[config.mk]
export PLATFORM = sky130hd
export DESIGN_NAME = picosoc_iotimer
export DESIGN_NICKNAME = d
export VERILOG_FILES = /design/src/rtl/picosoc_iotimer.sv
export SDC_FILE = /design/constraint.sdc
export NUM_CORES = 1
export LEC_CHECK = 0
export BUFFER_PORTS_ARGS = -buffer_cell sky130_fd_sc_hd__buf_2
export CAP_MARGIN = 5
export CORE_MARGIN = 1.5
export CORE_UTILIZATION = 45
export DETAILED_ROUTE_END_ITERATION = 10
export PLACE_DENSITY_LB_ADDON = 0.3
export REMOVE_ABC_BUFFERS = 1
export SLEW_MARGIN = 20
export SYNTH_ARGS = -nofsm -noshare
export SYNTH_HDL_FRONTEND = slang
export SYNTH_SLANG_ARGS = --single-unit
[constraint.sdc]
create_clock -name clk -period 5.8 [get_ports clk]
set_input_delay 0.29 -clock clk [delete_from_list [all_inputs] [get_ports clk]]
set_output_delay 0.29 -clock clk [all_outputs]
set_load 0.01 [all_outputs]
[src/rtl/picosoc_iotimer.sv]
// picosoc_iotimer: memory-mapped down-counting timer on the iomem bus.
// Registered one-cycle ready, byte-strobed writes, live COUNT readback and
// a registered level interrupt. Define PICOSOC_IOTIMER_CAPTURE_EN to add
// the synchronised capture input (CAPTURE register and STATUS[1]).
module picosoc_iotimer #(
  parameter logic [31:0] BASE_ADDR  = 32'h0300_0000,
  parameter int unsigned PRESCALE_W = 16
) (
  input  logic        clk,
  input  logic        resetn,
  input  logic        iomem_valid,
  output logic        iomem_ready,
  input  logic [3:0]  iomem_wstrb,
  input  logic [31:0] iomem_addr,
  input  logic [31:0] iomem_wdata,
  output logic [31:0] iomem_rdata,
  output logic        irq_out,
  input  logic        capt_in
);

  // Word index inside the 256-byte window (addr[7:2]).
  typedef enum logic [5:0] {
    REG_CTRL     = 6'h00,
    REG_PRESCALE = 6'h01,
    REG_RELOAD   = 6'h02,
    REG_COUNT    = 6'h03,
    REG_STATUS   = 6'h04,
    REG_CAPTURE  = 6'h05
  } reg_e;

  // Replace only the bytes whose strobe is set.
  function automatic logic [31:0] byte_merge(input logic [31:0] old_v,
                                             input logic [31:0] new_v,
                                             input logic [3:0]  strb);
    logic [31:0] r;
    r = old_v;
    for (int b = 0; b < 4; b++) begin
      if (strb[b]) r[8*b +: 8] = new_v[8*b +: 8];
    end
    return r;
  endfunction

  // Architectural state
  logic [2:0]            ctrl_q,     ctrl_d;
  logic [PRESCALE_W-1:0] prescale_q, prescale_d;
  logic [31:0]           reload_q,   reload_d;
  logic [31:0]           count_q,    count_d;
  logic                  expired_q,  expired_d;
  logic [PRESCALE_W-1:0] pcnt_q,     pcnt_d;
  logic                  ready_q,    ready_d;
  logic [31:0]           rdata_q,    rdata_d;
  logic                  irq_q,      irq_d;

  // Bus decode
  logic       sel, wr, rd;
  logic [5:0] reg_idx;
  logic       status_w1c_0, status_w1c_1;

  // Timer control
  logic ctrl_en, ctrl_autoreload, ctrl_irqen;
  logic tick, count_wr, expire_set;

  // Capture-side values seen by the read mux and irq logic
  logic        captured_flag;
  logic [31:0] capture_val;

  assign ctrl_en         = ctrl_q[0];
  assign ctrl_autoreload = ctrl_q[1];
  assign ctrl_irqen      = ctrl_q[2];

  // Select excludes the ready cycle so a held valid is not accepted twice.
  assign sel     = iomem_valid && (iomem_addr[31:8] == BASE_ADDR[31:8]) && !ready_q;
  assign wr      = sel && (iomem_wstrb != 4'b0000);
  assign rd      = sel && (iomem_wstrb == 4'b0000);
  assign reg_idx = iomem_addr[7:2];

  assign status_w1c_0 = wr && (reg_idx == REG_STATUS) && iomem_wstrb[0] && iomem_wdata[0];
  assign status_w1c_1 = wr && (reg_idx == REG_STATUS) && iomem_wstrb[0] && iomem_wdata[1];
  assign count_wr     = wr && (reg_idx == REG_COUNT);

  // Address bits [1:0] are ignored by the word-aligned map.
  logic unused_addr_lsbs;
  assign unused_addr_lsbs = ^iomem_addr[1:0];

  // Configuration register writes (CTRL, PRESCALE, RELOAD)
  always_comb begin
    // NOTE: every always_comb output gets a default first, so no path can
    // leave it unassigned and infer a latch.
    ctrl_d     = ctrl_q;
    prescale_d = prescale_q;
    reload_d   = reload_q;
    if (wr) begin
      unique case (reg_idx)
        REG_CTRL: begin
          if (iomem_wstrb[0]) ctrl_d = iomem_wdata[2:0];
        end
        REG_PRESCALE: begin
          for (int i = 0; i < int'(PRESCALE_W); i++) begin
            if (iomem_wstrb[i/8]) prescale_d[i] = iomem_wdata[i];
          end
        end
        REG_RELOAD: reload_d = byte_merge(reload_q, iomem_wdata, iomem_wstrb);
        default: ;
      endcase
    end
  end

  // Prescaler: counts 0..PRESCALE while enabled; equality-only compare
  always_comb begin
    tick   = ctrl_en && (pcnt_q == prescale_q);
    pcnt_d = pcnt_q;
    if (!ctrl_en) begin
      pcnt_d = '0;
    end else if (tick) begin
      pcnt_d = '0;
    end else if (pcnt_q > prescale_q) begin
      // PRESCALE was lowered under a running count: restart from zero.
      pcnt_d = '0;
    end else begin
      pcnt_d = pcnt_q + PRESCALE_W'(1);
    end
  end

  // Down counter and EXPIRED flag; a bus write to COUNT beats the tick
  always_comb begin
    count_d    = count_q;
    expire_set = 1'b0;
    if (count_wr) begin
      count_d = byte_merge(count_q, iomem_wdata, iomem_wstrb);
    end else if (tick) begin
      if (count_q == 32'd1) begin
        expire_set = 1'b1;
        count_d    = ctrl_autoreload ? reload_q : 32'd0;
      end else if (count_q != 32'd0) begin
        count_d = count_q - 32'd1;
      end
    end
    // Set beats a simultaneous write-one-to-clear.
    expired_d = expire_set || (expired_q && !status_w1c_0);
    irq_d     = (expired_q || captured_flag) && ctrl_irqen;
  end

  // Read mux and registered handshake; idle cycles drive rdata to zero
  always_comb begin
    ready_d = sel;
    rdata_d = 32'd0;
    if (rd) begin
      unique case (reg_idx)
        REG_CTRL:     rdata_d = {29'd0, ctrl_q};
        REG_PRESCALE: rdata_d = 32'(prescale_q);
        REG_RELOAD:   rdata_d = reload_q;
        REG_COUNT:    rdata_d = count_q;
        REG_STATUS:   rdata_d = {30'd0, captured_flag, expired_q};
        REG_CAPTURE:  rdata_d = capture_val;
        default:      rdata_d = 32'd0;
      endcase
    end
  end

  // Main register bank
  always_ff @(posedge clk or negedge resetn) begin
    if (!resetn) begin
      ctrl_q     <= '0;
      prescale_q <= '0;
      reload_q   <= '0;
      count_q    <= '0;
      expired_q  <= 1'b0;
      pcnt_q     <= '0;
      ready_q    <= 1'b0;
      rdata_q    <= '0;
      irq_q      <= 1'b0;
    end else begin
      // NOTE: sequential state uses non-blocking assignments so every flop
      // samples the pre-edge values, independent of statement order.
      ctrl_q     <= ctrl_d;
      prescale_q <= prescale_d;
      reload_q   <= reload_d;
      count_q    <= count_d;
      expired_q  <= expired_d;
      pcnt_q     <= pcnt_d;
      ready_q    <= ready_d;
      rdata_q    <= rdata_d;
      irq_q      <= irq_d;
    end
  end

`ifdef PICOSOC_IOTIMER_CAPTURE_EN
  logic        capt_meta_q, capt_sync_q, capt_prev_q;
  logic        captured_q,  captured_d;
  logic [31:0] capture_q,   capture_d;
  logic        capt_rise;

  assign capt_rise = capt_sync_q && !capt_prev_q;

  // Capture on a synchronised rising edge; set beats W1C on STATUS[1]
  always_comb begin
    capture_d  = capt_rise ? count_q : capture_q;
    captured_d = capt_rise || (captured_q && !status_w1c_1);
  end

  // Two-flop synchroniser, edge register and capture state
  always_ff @(posedge clk or negedge resetn) begin
    if (!resetn) begin
      capt_meta_q <= 1'b0;
      capt_sync_q <= 1'b0;
      capt_prev_q <= 1'b0;
      captured_q  <= 1'b0;
      capture_q   <= '0;
    end else begin
      capt_meta_q <= capt_in;
      capt_sync_q <= capt_meta_q;
      capt_prev_q <= capt_sync_q;
      captured_q  <= captured_d;
      capture_q   <= capture_d;
    end
  end

  assign captured_flag = captured_q;
  assign capture_val   = capture_q;
`else
  logic unused_capt;
  assign unused_capt   = capt_in ^ status_w1c_1;
  assign captured_flag = 1'b0;
  assign capture_val   = 32'd0;
`endif

  assign iomem_ready = ready_q;
  assign iomem_rdata = rdata_q;
  assign irq_out     = irq_q;

endmodule

# Word-level counts from Yosys, hierarchy flattened
# Cells that the tools add are included.
[totals] wordCells=78 regBits=134 out_inout_bits=34 input_bits=72
[op_classes] add_sub_neg=2 mux=17 magnitude_cmp=1 n_reduce_logical=31 n_eq_ne=11
[ops] cell="32-bit 2-to-1 mux" count=6
[ops] cell="32-bit one-hot mux with 5 select lines" count=1
[ops] cell="16-bit 2-to-1 mux" count=3
[ops] cell="3-bit AND reduction" count=11
[ops] cell="32-bit by 1-bit == test with 1-bit output, second input constant" count=1
[ops] cell="8-bit 2-to-1 mux" count=4
[ops] cell="32-bit nonzero test" count=1
[ops] cell="32-bit by 1-bit subtractor with 32-bit output, second input constant" count=1
[ops] cell="24-bit by 18-bit == test with 1-bit output, second input constant" count=1
[ops] cell="16-bit by 1-bit adder with 16-bit output, second input constant" count=1
[ops] cell="16-bit == test" count=1
[ops] cell="16-bit greater-than comparator" count=1
[ops] cell="6-bit by 2-bit == test with 1-bit output, second input constant" count=2
[ops] cell="1-bit logical AND" count=11
[ops] cell="2-bit != test, second input constant" count=4
[ops] cell="6-bit by 1-bit == test with 1-bit output, second input constant" count=1
[ops] cell="6-bit by 3-bit == test with 1-bit output, second input constant" count=1
[ops] cell="6-bit zero test" count=1
[ops] cell="4-bit zero test" count=1
[ops] cell="4-bit nonzero test" count=1
[ops] cell="1-bit 2-to-1 mux" count=3
[ops] cell="3-bit nonzero test" count=1
[ops] cell="1-bit zero test" count=2
[ops] cell="2-bit nonzero test" count=1
[ops] cell="1-bit logical OR" count=1

# Depth between registers and ports, before layout
# Gate-level depths: netlist of the first run.
[logic_depth] ltp_word=10 mapped_depth=11 ltp_nobuf=8

# Worst setup path before layout of the first run
# No wires, ideal clock.
[synth_path] path_kind="reg2reg" start="reg count_q[4]" end="reg count_q[26]" arrival_time_ns=2.784 t_required_ns=5.679 synth_period_minus_slack_ns=2.904 stages_incl_launch_ff=10 setup_time_ns=0.121 path_slack_ns=2.896 path_buffers=3 path_cell_list="dfrtp_1 > buf_6 > or4_4 > buf_6 > or4_4 > buf_6 > or4_4 > a32oi_4 > nor2_1 > a22o_1"
[synth_between] elab_chain_cells=5 elab_cells_between_ends=9 classes_between="add/sub: 1; eq/ne: 1; mux: 4; reduce/logical: 3"
[synth_rtl] item="start: declaration" line="47" source="logic [31:0] count_q, count_d;"
[synth_rtl] item="start signal: assignment" line="178" source="count_q <= count_d;"
[synth_rtl] item="32-bit by 1-bit subtractor with 32-bit output" line="135" source="count_d = count_q - 32'd1;"
[synth_rtl] item="32-bit 2-to-1 mux" line="134" source="end else if (count_q != 32'd0) begin"
[synth_rtl] item="32-bit 2-to-1 mux" line="131" source="if (count_q == 32'd1) begin"
[synth_rtl] item="32-bit 2-to-1 mux" line="130" source="end else if (tick) begin"
[synth_rtl] item="32-bit 2-to-1 mux" line="128" source="if (count_wr) begin"
# Several ways; a longest one is shown, not always the timed one. The select of a mux whose other input is x is not followed.
# A chain may end at the register's enable or synchronous reset.

# Final worst setup path of the first run
[layout_path] start="reg count_q[14]" end="reg count_q[3]"
[layout_between] elab_chain_cells=4 elab_cells_between_ends=7 classes_between="eq/ne: 1; mux: 3; reduce/logical: 3"
[layout_rtl] item="32-bit by 1-bit == test with 1-bit output" line="131"
[layout_rtl] item="32-bit 2-to-1 mux" line="131"
[layout_rtl] item="32-bit 2-to-1 mux" line="130"
[layout_rtl] item="32-bit 2-to-1 mux" line="128"
# Several ways; a longest one is shown, not always the timed one. The select of a mux whose other input is x is not followed.

==> results_dict.tcl, run 1 <==
set metrics [dict create \
    status "completed" \
    post_cts_buffers 0 \
    die_w_um 132 \
    ant_nets 0 \
    cts_buffers 17 \
    hold_start "iomem_wdata[10]" \
    r2r_end "count_q[3]" \
    start_kind "register" \
    antenna_found_initial 0 \
    setup_viol_count_final 0 \
    fin_worst_hold_slack_ns 0.102 \
    path_buf_inv 0 \
    htreeDepth 4 \
    start_util_pct 45.7 \
    core_area_sq_um 16500 \
    syn_area_per_cell_sq_um 9.84 \
    clock_latency_ns 0.43 \
    p_seq_share_pct 41.4 \
    power_density_nw_per_um2 255 \
    post_drt_wl_per_cell_um 18.5 \
    synth_top_flop_cell "dfrtp_1" \
    final_nets 937 \
    regToRegSetupSlack_ns 2.31 \
    slew_viol_final 0 \
    gp_congestion 0.839 \
    drt_iter0_markers 459 \
    io_pins 106 \
    finalWorstSetupSlack_ns 2.31 \
    fmax_mhz 286 \
    grtUsageTotal_pct 23.4 \
    busiest_layer "met2" \
    grt_pass1_vias 6155 \
    p_clk_share_pct 55.2 \
    path_max_fanout 18 \
    tns_ns 0 \
    drive_above_1_share_pct 26.0 \
    final_cell_count_no_fill 1077 \
    hold_class "input port to register" \
    power.switching_w 0.000487 \
    cts_root_buf "clkbuf_16" \
    clockBufferDepth 2 \
    cts_tree "done" \
    pre_cts_ws_ns 2.33 \
    drv_cap 0 \
    met2_usage_pct 38.5 \
    leakagePower_nw 3.98 \
    fin_worst_skew_ns 0.0102 \
    finalCritPeriodShare_pct 60.2 \
    std_cell_rows 47 \
    p_int_w 0.00177 \
    drc 0 \
    syn_inst 765 \
    cp_data_arrival_time_ns 3.81 \
    crit_type "register to register" \
    grt_util_met3_pct 4.34 \
    antenna_cells 0 \
    critical_path.top_delay_family "simple AND/OR/NAND/NOR gates" \
    slowest_delay_ns 0.62 \
    synth_area_sq_um 7530 \
    yosysSeqAreaShare_pct 44.5 \
    vias 6276 \
    clkSlewWorstSetupHoldPaths_ns 0.06 \
    ys_ff_latch 134 \
    yosysWarnings 0 \
    overflow 0 \
    peakVddDrop_v 0.000230 \
    worstMarginPinSlew_ns 0.995 \
    syn_to_final_growth_pct 17.5 \
    grt_pass1_wl_um 32300 \
    crit_chain "or4_1, or4_4, nor4_2, or3_1, nand2_2, mux2_1" \
    die_y_um 132 \
    place_area_sq_um 8160 \
    grt_max_degree 82 \
    max_slew_margin_pct 33.7 \
    cp.required_ns 6.11 \
    cp_slowest_cell "or4_4" \
    comb_power_share_pct 3.5 \
    routed_via_density 5.83 \
    min_path_cells 3 \
    rsz0062_at_grt "no" \
    clock-sinks 134 \
    wl_um 19900 \
    synth_async_sr_flop_share_pct 100 \
    reg2reg_depth 6 \
    synth_edf_count 0 \
    finalHoldViolCount 0 \
    firstDrtPassIters 5 \
    min_period_ns 3.49 \
    rr_startpoint "count_q[14]" \
    switching_share_pct 21.5 \
    hpwl_um 13500 \
    critPathCaptureType "register" \
    dp_cells 1045 \
    synth_cell_type_count 60 \
    design_area_sq_um 8850 \
    io_buffer_count 102 \
    grt.met1_usage_pct 31.2 \
    min_to "prescale_q[10]" \
    dieArea_sq_um 17500 \
]
[metal layers]
metal  vias up  routed length, um  share of wire [%]
met3        31                846                4.3
met4         0                354                1.8
met5         -                  0                  0
met1      3098               9050                 46
li1       2977                  -                  -
met2       170               9630                 48
[metrics by stage]
step | utilization, % | power (W)
after floorplan | - | 0.000967
after global placement | 49.5 | 0.00103
after detailed placement | 49.6 | 0.00103
after CTS | 53.7 | 0.00228
after global routing | 53.8 | 0.00231
final | 53.8 | 0.00226
[cell type report]
type / count / area, sq um
fill: 1507 / 7610
multi-input combinational: 556 / 3860
sequential: 134 / 3350
timing repair buffer: 111 / 591
clock buffer: 17 / 425
tap: 220 / 275
clock inverter: 14 / 248
inverter: 25 / 96.3
[power by group through the flow]
stage	sequential (W)	clock, W	combinational (W)
global placement	0.000952	0	0.0000781
floorplan	0.000952	0	0.0000152
detailed placement	0.000952	0	0.0000780
CTS	0.000935	0.00127	0.0000789
global route	0.000934	0.00129	0.0000867
finish	0.000935	0.00125	0.0000780
[cell usage after synthesis (6+ instances only)]
library cell    n  area [sq um]
buf_1           6          22.5
nor3_1         21           105
or3_1           8          50.1
a22oi_1        32           240
mux2_1          6          67.6
a311oi_1        6          52.6
clkbuf_1       37           139
nand2_1        50           188
nor2_1         84           315
xnor2_1        15           131
and4_1          6          52.6
nor4_1         26           163
nand4_1        22           138
dfrtp_1       134          3350
or4_1           7          52.6
nand3_1        33           165
mux2i_1         9          90.1
mux2_2         62           698
xor2_1         15           131
a21oi_1        13          65.1
and3_1         17           106
o21ai_0        19          95.1
inv_1          24          90.1
ha_1           20           250
o211ai_1        7          52.6
a31oi_1        15          93.8
[kinds of logic after synthesis]
family                   after synthesis  share of synthesized area (%)
flip-flops                           134                           44.5
AO/OA/AOI/OAI                        125                           11.9
XOR/XNOR                              30                           3.49
adder cells (fa/ha/maj)               20                           3.32
buffers and inverters                 75                           4.30
multiplexers                          78                           11.7
AND/OR/NAND/NOR                      303                           20.8
[sequential cells by signal (all words and copies together), names as in the netlist]
register and cells:
count_q 32, pcnt_q 16, expired_q 1, iomem_rdata 32, reload_q 32, ctrl_q 3, irq_out 1, prescale_q 16
iomem_ready 1
[repair_timing]
item | 4_1_cts | 5_1_grt
hold endpoints to repair | 53 | 0
hold buffers | 1 | 0
resized for setup | 0 | 0
[cells in the final DEF (no fill, tap or decap), drive strengths merged, types with 5 or more instances in the layout]
| master | count |
|---|---|
| dfrtp | 134 |
| buf | 110 |
| nor2 | 84 |
| mux2 | 68 |
| nand2 | 51 |
| nand3 | 33 |
| a22oi | 32 |
| nor4 | 27 |
| inv | 27 |
| o21ai | 25 |
| nand4 | 22 |
| nor3 | 21 |
| ha | 20 |
| and3 | 17 |
| clkbuf | 17 |
| xor2 | 15 |
| xnor2 | 15 |
| a31oi | 15 |
| a21oi | 13 |
| or4 | 10 |
| mux2i | 9 |
| or3 | 8 |
| o211ai | 7 |
| and4 | 6 |
| a311oi | 6 |
| bufinv | 6 |
| nand2b | 5 |
[worst max path at each step]
stage                 endpoint  cells past startpoint          start
finish              count_q[3]                      6    count_q[14]
global route        count_q[5]                      6    count_q[12]
CTS                 count_q[6]                      6    count_q[12]
detailed placement  count_q[4]                      6    count_q[12]
global placement    count_q[2]                      6    count_q[12]
floorplan           count_q[7]                      6  iomem_addr[5]
[worst min-delay path, cell delays in order]
cell,delay [ns]
buf_2,0.10
nand2_1,0.04
o21ai_0,0.06
Note: power is estimated with default switching activity, not from simulation.
==> inputs of run 2 (changes only) <==
==> constraint.sdc (replaced) <==
create_clock -name clk -period 3 [get_ports clk]
set_input_delay 0.15 -clock clk [delete_from_list [all_inputs] [get_ports clk]]
set_output_delay 0.15 -clock clk [all_outputs]
set_load 0.01 [all_outputs]
==> run 2 against run 1 <==
  * Power rose by 92%
  * Final cell count is 5.8% higher
  * Hold slack worse by 0.091 ns
  * Die area unchanged
  * Global-route usage is 0.86 points higher
  * Non-clock buffer count is 64 higher
  * Clock skew is 0.0038 ns lower
  * Sequential power is 94% higher
  * Highest routed layer unchanged
==> results_dict.tcl, run 2 (synthesized netlist as in run 1, its figures left out) <==
set metrics [dict create \
    fin_worst_skew_ns 0.00646 \
    power_density_nw_per_um2 462 \
    drv_cap 0 \
    grtUsageTotal_pct 24.3 \
    min_period_ns 2.94 \
    fmax_mhz 340 \
    layout_commonest_cell "dfrtp_1" \
    syn_to_final_growth_pct 24.4 \
    status "completed" \
    antenna_found_initial 0 \
    cts_tree "done" \
    final_nets 1001 \
    hpwl_um 14500 \
    hold_start "iomem_wdata[6]" \
    vias 6478 \
    met2_usage_pct 40.4 \
    rsz0062_at_grt "no" \
    io_buffer_count 102 \
    core_area_sq_um 16500 \
    std_cell_rows 47 \
    p_seq_share_pct 41.7 \
    final_cell_count_no_fill 1140 \
    start_util_pct 45.7 \
    setup_viol_count_final 0 \
    grt_pass1_wl_um 33600 \
    p_clk_share_pct 54.2 \
    layout_common_cells "134 x dfrtp_1, 101 x buf_2, 84 x nor2_1, 62 x mux2_2, 51 x buf_4" \
    grt.met1_usage_pct 32.0 \
    clock-sinks 134 \
    tns_ns 0 \
    fin_util_pct 56.9 \
    firstDrtPassIters 5 \
    fillCellCount 1459 \
    finalCritPeriodShare_pct 97.9 \
    antenna_cells 0 \
    drive_above_1_share_pct 28.8 \
    cp_data_arrival_time_ns 3.29 \
    path_max_fanout 12 \
    die_w_um 132 \
    post_drt_wl_per_cell_um 18.0 \
    overflow 0 \
    peakVddDrop_v 0.000433 \
    grt_max_degree 77 \
    startpoint "count_q[14]" \
    hold_class "input port to register" \
    io_pins 106 \
    drc 0 \
    crit_type "register to register" \
    worstMarginPinSlew_ns 0.793 \
    cp.required_ns 3.35 \
    leakagePower_nw 4.27 \
    drt_iter0_markers 494 \
    clock_latency_ns 0.42 \
    power.switching_w 0.000898 \
    gp_congestion 0.909 \
    routed_via_density 5.68 \
    grt_util_met3_pct 4.65 \
    critPathCaptureType "register" \
    clkSlewWorstSetupHoldPaths_ns 0.06 \
    ant_nets 0 \
    slew_viol_final 0 \
    max_slew_margin_pct 46.7 \
    comb_power_share_pct 4.0 \
    cts_root_buf "clkbuf_16" \
    die_y_um 132 \
    dp_cells 1087 \
    p_int_w 0.00343 \
    switching_share_pct 20.7 \
    grt_pass1_vias 6470 \
    busiest_layer "met2" \
    dieArea_sq_um 17500 \
    htreeDepth 4 \
    start_kind "register" \
    cts_buffers 17 \
    wl_um 20500 \
    rr_startpoint "count_q[14]" \
    finalHoldViolCount 0 \
    clockBufferDepth 2 \
]
[run 2: changes by cell type in the layout (fill, tap and decap cells not counted)]
cell	change
a311oi_1	-1
nor4_2	-1
buf_6	-1
clkinv_2	+3
nor4_1	+1
buf_4	+44
o21ai_1	+1
o21ai_2	-1
dlygate4sd3_1	+20
clkinv_4	-3
clkinvlp_4	-1
a311oi_2	+1
buf_12	+1
[run 2: final timing paths]
path                              endpoint  slack [ns]  cells after the start
min reg2reg                      pcnt_q[0]        0.47                      1
min                            reload_q[6]        0.01                      2
max                            count_q[25]        0.06                      7
max reg2reg                    count_q[25]        0.06                      7
min in group asynchronous  iomem_rdata[20]        0.26                      2
max in group asynchronous   iomem_rdata[6]        1.94                      3
[run 2: power by group through the flow]
stage | sequential, W | combinational (W) | clock [W]
CTS | 0.00181 | 0.000177 | 0.00237
finish | 0.00181 | 0.000175 | 0.00235
global placement | 0.00184 | 0.000155 | 0
detailed placement | 0.00184 | 0.000155 | 0
global route | 0.00181 | 0.000193 | 0.00246
floorplan | 0.00184 | 0.0000294 | 0
[run 2: worst max-delay path, stage by stage (launching register included)]
cell and delay [ns]:
dfrtp_1 0.37, or4_1 0.59, or4_4 0.56, or4_4 0.54, a32oi_4 0.45, buf_4 0.23
o21ai_2 0.07, o21ai_2 0.06
[run 2: metrics by stage]
stage	hold slack, ns	setup slack [ns]	power [W]	instance area, sq um
5_1_grt	0.00229	0.000171	0.00446	9370
3_5_place_dp	0.163	0.0931	0.00200	8480
6_report	0.0103	0.0630	0.00433	9370
3_3_place_gp	0.162	0.0970	0.00199	8480
2_1_floorplan	-0.146	0.0201	0.00187	7300
4_1_cts	0.00184	0.0782	0.00436	9350
[run 2: layout make-up]
cell class	instances	area [sq um]	area share, %
clock buffer	17	425	4.54
clock inverter	13	229	2.44
multi-input combinational	556	3860	41.2
tap	220	275	2.94
sequential	134	3350	35.8
inverter	25	96.3	1.03
timing repair buffer	175	1130	12.1
[run 2: what timing repair did]
action	in CTS	in global routing
setup buffers	0	2
hold endpoints to repair	81	0
endpoints found under the setup margin	0	3
hold buffers	21	0
gates resized for setup	0	1
[run 2: metal layers]
metal  wire length [um]  up-vias
li1                   -     3098
met1               9130     3173
met2              10100      177
met3                970       30
met4                335        0
met5                  0        -
==> inputs of run 3 (changes only) <==
--- a/config.mk
+++ b/config.mk
@@ -7,8 +7,7 @@
 export LEC_CHECK = 0
 export BUFFER_PORTS_ARGS = -buffer_cell sky130_fd_sc_hd__buf_2
 export CAP_MARGIN = 5
-export CORE_MARGIN = 1.5
-export CORE_UTILIZATION = 45
+export CORE_UTILIZATION = 52
 export DETAILED_ROUTE_END_ITERATION = 10
 export PLACE_DENSITY_LB_ADDON = 0.3
 export REMOVE_ABC_BUFFERS = 1
==> run 3 against run 2 <==
  * Combinational power rose by 4%
  * Setup slack improved by 0.022 ns
  * Final area down 0.41%
  * Clock power fell by 13%
  * Critical path depth unchanged
  * First-iteration DRC count increased by 17%
  * Register-to-register slack gained 0.02 ns
  * Wire length grew 2.7%
  * Flip-flop and latch count unchanged
  * Clock skew rose by 0.0063 ns
  * Final cell count shrank 2.7%
  * Critical endpoint is now count_q[30]
==> results_dict.tcl, run 3 (synthesized netlist as in run 1, its figures left out) <==
set metrics [dict create \
    io_pins 106 \
    wl_met3_um 1110 \
    multi_input_area_sq_um 3860 \
    total_power_w 0.00404 \
    antenna_found_initial 0 \
    r2r_end "count_q[30]" \
    grt_pass1_vias 6764 \
    tns_ns 0 \
    startpoint "count_q[20]" \
    worstMarginPinSlew_ns 0.778 \
    cp_slowest_cell "or4_1" \
    start_kind "register" \
    clock-sinks 134 \
    wl_met1_um 8820 \
    regToRegSetupSlack_ns 0.08 \
    setup_viol_count_final 0 \
    path_max_fanout 10 \
    overflow 0 \
    die_y_um 122 \
    drv_cap 0 \
    leakagePower_nw 4.25 \
    clockBufferDepth 2 \
    dieArea_sq_um 15000 \
    clock_latency_ns 0.44 \
    design_area_sq_um 9330 \
    critPathCaptureType "register" \
    die_w_um 122 \
    htreeDepth 4 \
    min_period_ns 2.92 \
    cp.required_ns 3.33 \
    min_path_cells 2 \
    slew_viol_final 0 \
    fillCellCount 1115 \
    place_area_sq_um 8440 \
    p_seq_share_pct 44.7 \
    hold_start "iomem_wdata[1]" \
    comb_power_share_pct 4.5 \
    fmax_mhz 343 \
    max_slew_margin_pct 47.7 \
    power_density_nw_per_um2 433 \
    power.switching_w 0.000969 \
    syn_to_final_growth_pct 23.9 \
    grtUsageTotal_pct 29.6 \
    fin_worst_skew_ns 0.0128 \
    min_to "ctrl_q[1]" \
    seqCellArea_sq_um 3350 \
    drc 0 \
    p_clk_share_pct 50.8 \
    peakVddDrop_v 0.000380 \
    ant_nets 0 \
    start_util_pct 53.8 \
    layout_common_cells "134 x dfrtp_1, 101 x buf_2, 84 x nor2_1, 62 x mux2_2, 50 x nand2_1" \
    gp_congestion 0.923 \
    routed_via_density 6.06 \
    grt_pass1_wl_um 33700 \
    layout_commonest_cell "dfrtp_1" \
    wl_um 21000 \
    rr_startpoint "count_q[20]" \
    antenna_cells 0 \
    post_drt_wl_per_cell_um 19.0 \
    std_cell_rows 43 \
    cp_common_cell "or4_1" \
    finalHoldViolCount 0 \
    vias 6724 \
    final_nets 1008 \
    dr.max_layer_used "met4" \
    hpwl_um 14900 \
    reg2reg_depth 7 \
    drt_iter0_markers 580 \
    crit_chain "or4_1, or4_1, or4_4, a32oi_4, buf_4, nand2_1, o31ai_1" \
    status "completed" \
    dp_cells 1046 \
    switching_share_pct 24.0 \
    cts_buffers 17 \
    slowest_delay_ns 0.59 \
    clkSlewWorstSetupHoldPaths_ns 0.06 \
    firstDrtPassIters 6 \
    cp_data_arrival_time_ns 3.24 \
    cts_root_buf "clkbuf_16" \
    met2_length_um 10600 \
    io_buffer_count 102 \
    grt_max_degree 73 \
    crit_type "register to register" \
    finalCritPeriodShare_pct 97.2 \
    core_area_sq_um 14000 \
    drive_above_1_share_pct 28.7 \
    hold_class "input port to register" \
    final_cell_count_no_fill 1109 \
    cts_tree "done" \
    p_int_w 0.00307 \
]
run 3: cell count changes in the layout (fill, tap and decap cells not counted), sizes merged:
cell / change
clkbuf: +1
bufinv: -5
clkinvlp: +4
clkinv: -3
buf: -1
dlygate4sd3: +8
inv: +5
run 3: repair_timing:
action | CTS | global route
endpoints found under the hold margin | 110 | 1
buffers inserted | 0 | 2
setup endpoints to repair | 0 | 7
gates resized for setup | 0 | 2
hold buffers | 28 | 1
run 3: worst max-delay path, delay by kind of cell, from the launching register on:
| family | cells | cell delay (ns) |
|---|---|---|
| simple gates | 4 | 1.70 |
| compound gates | 2 | 0.48 |
| flops | 1 | 0.41 |
| buf+inv | 1 | 0.21 |
run 3: routing by layer:
metal	up-vias	GRT usage, %
li1	3105	-
met1	3326	36.4
met2	253	49.5
met3	40	5.86
met4	0	14.5
met5	-	0
run 3: layout make-up:
type / instances / area share [%]
Clock inverter: 14 / 1.50
Multi-Input combinational cell: 556 / 41.4
Tap cell: 180 / 2.41
Clock buffer: 18 / 4.71
Timing Repair Buffer: 182 / 13.0
Sequential cell: 134 / 35.9
Inverter: 25 / 1.03
run 3: power by group through the flow:
stage | clock, W | sequential (W) | combinational (W)
3_3_place_gp | 0 | 0.00184 | 0.000151
6_report | 0.00205 | 0.00181 | 0.000182
2_1_floorplan | 0 | 0.00184 | 0.0000294
3_5_place_dp | 0 | 0.00184 | 0.000153
4_1_cts | 0.00207 | 0.00181 | 0.000182
5_1_grt | 0.00215 | 0.00181 | 0.000201
run 3: metrics by stage:
stage / worst slack (ns) / hold WS (ns) / utilization (%)
global placement: 0.102 / 0.208 / 60.3
finish: 0.0847 / 0.0121 / 66.7
global route: -0.0315 / 0.00248 / 66.7
detailed placement: 0.0580 / 0.213 / 60.3
floorplan: 0.0201 / -0.146 / -
CTS: 0.0161 / 0.000725 / 66.5
run 3: worst max-delay path by stage:
stage / end / cells after the start
after floorplan: count_q[26] / 6
after global placement: count_q[25] / 7
after detailed placement: count_q[25] / 7
after CTS: count_q[30] / 7
after global routing: count_q[19] / 8
final: count_q[30] / 7
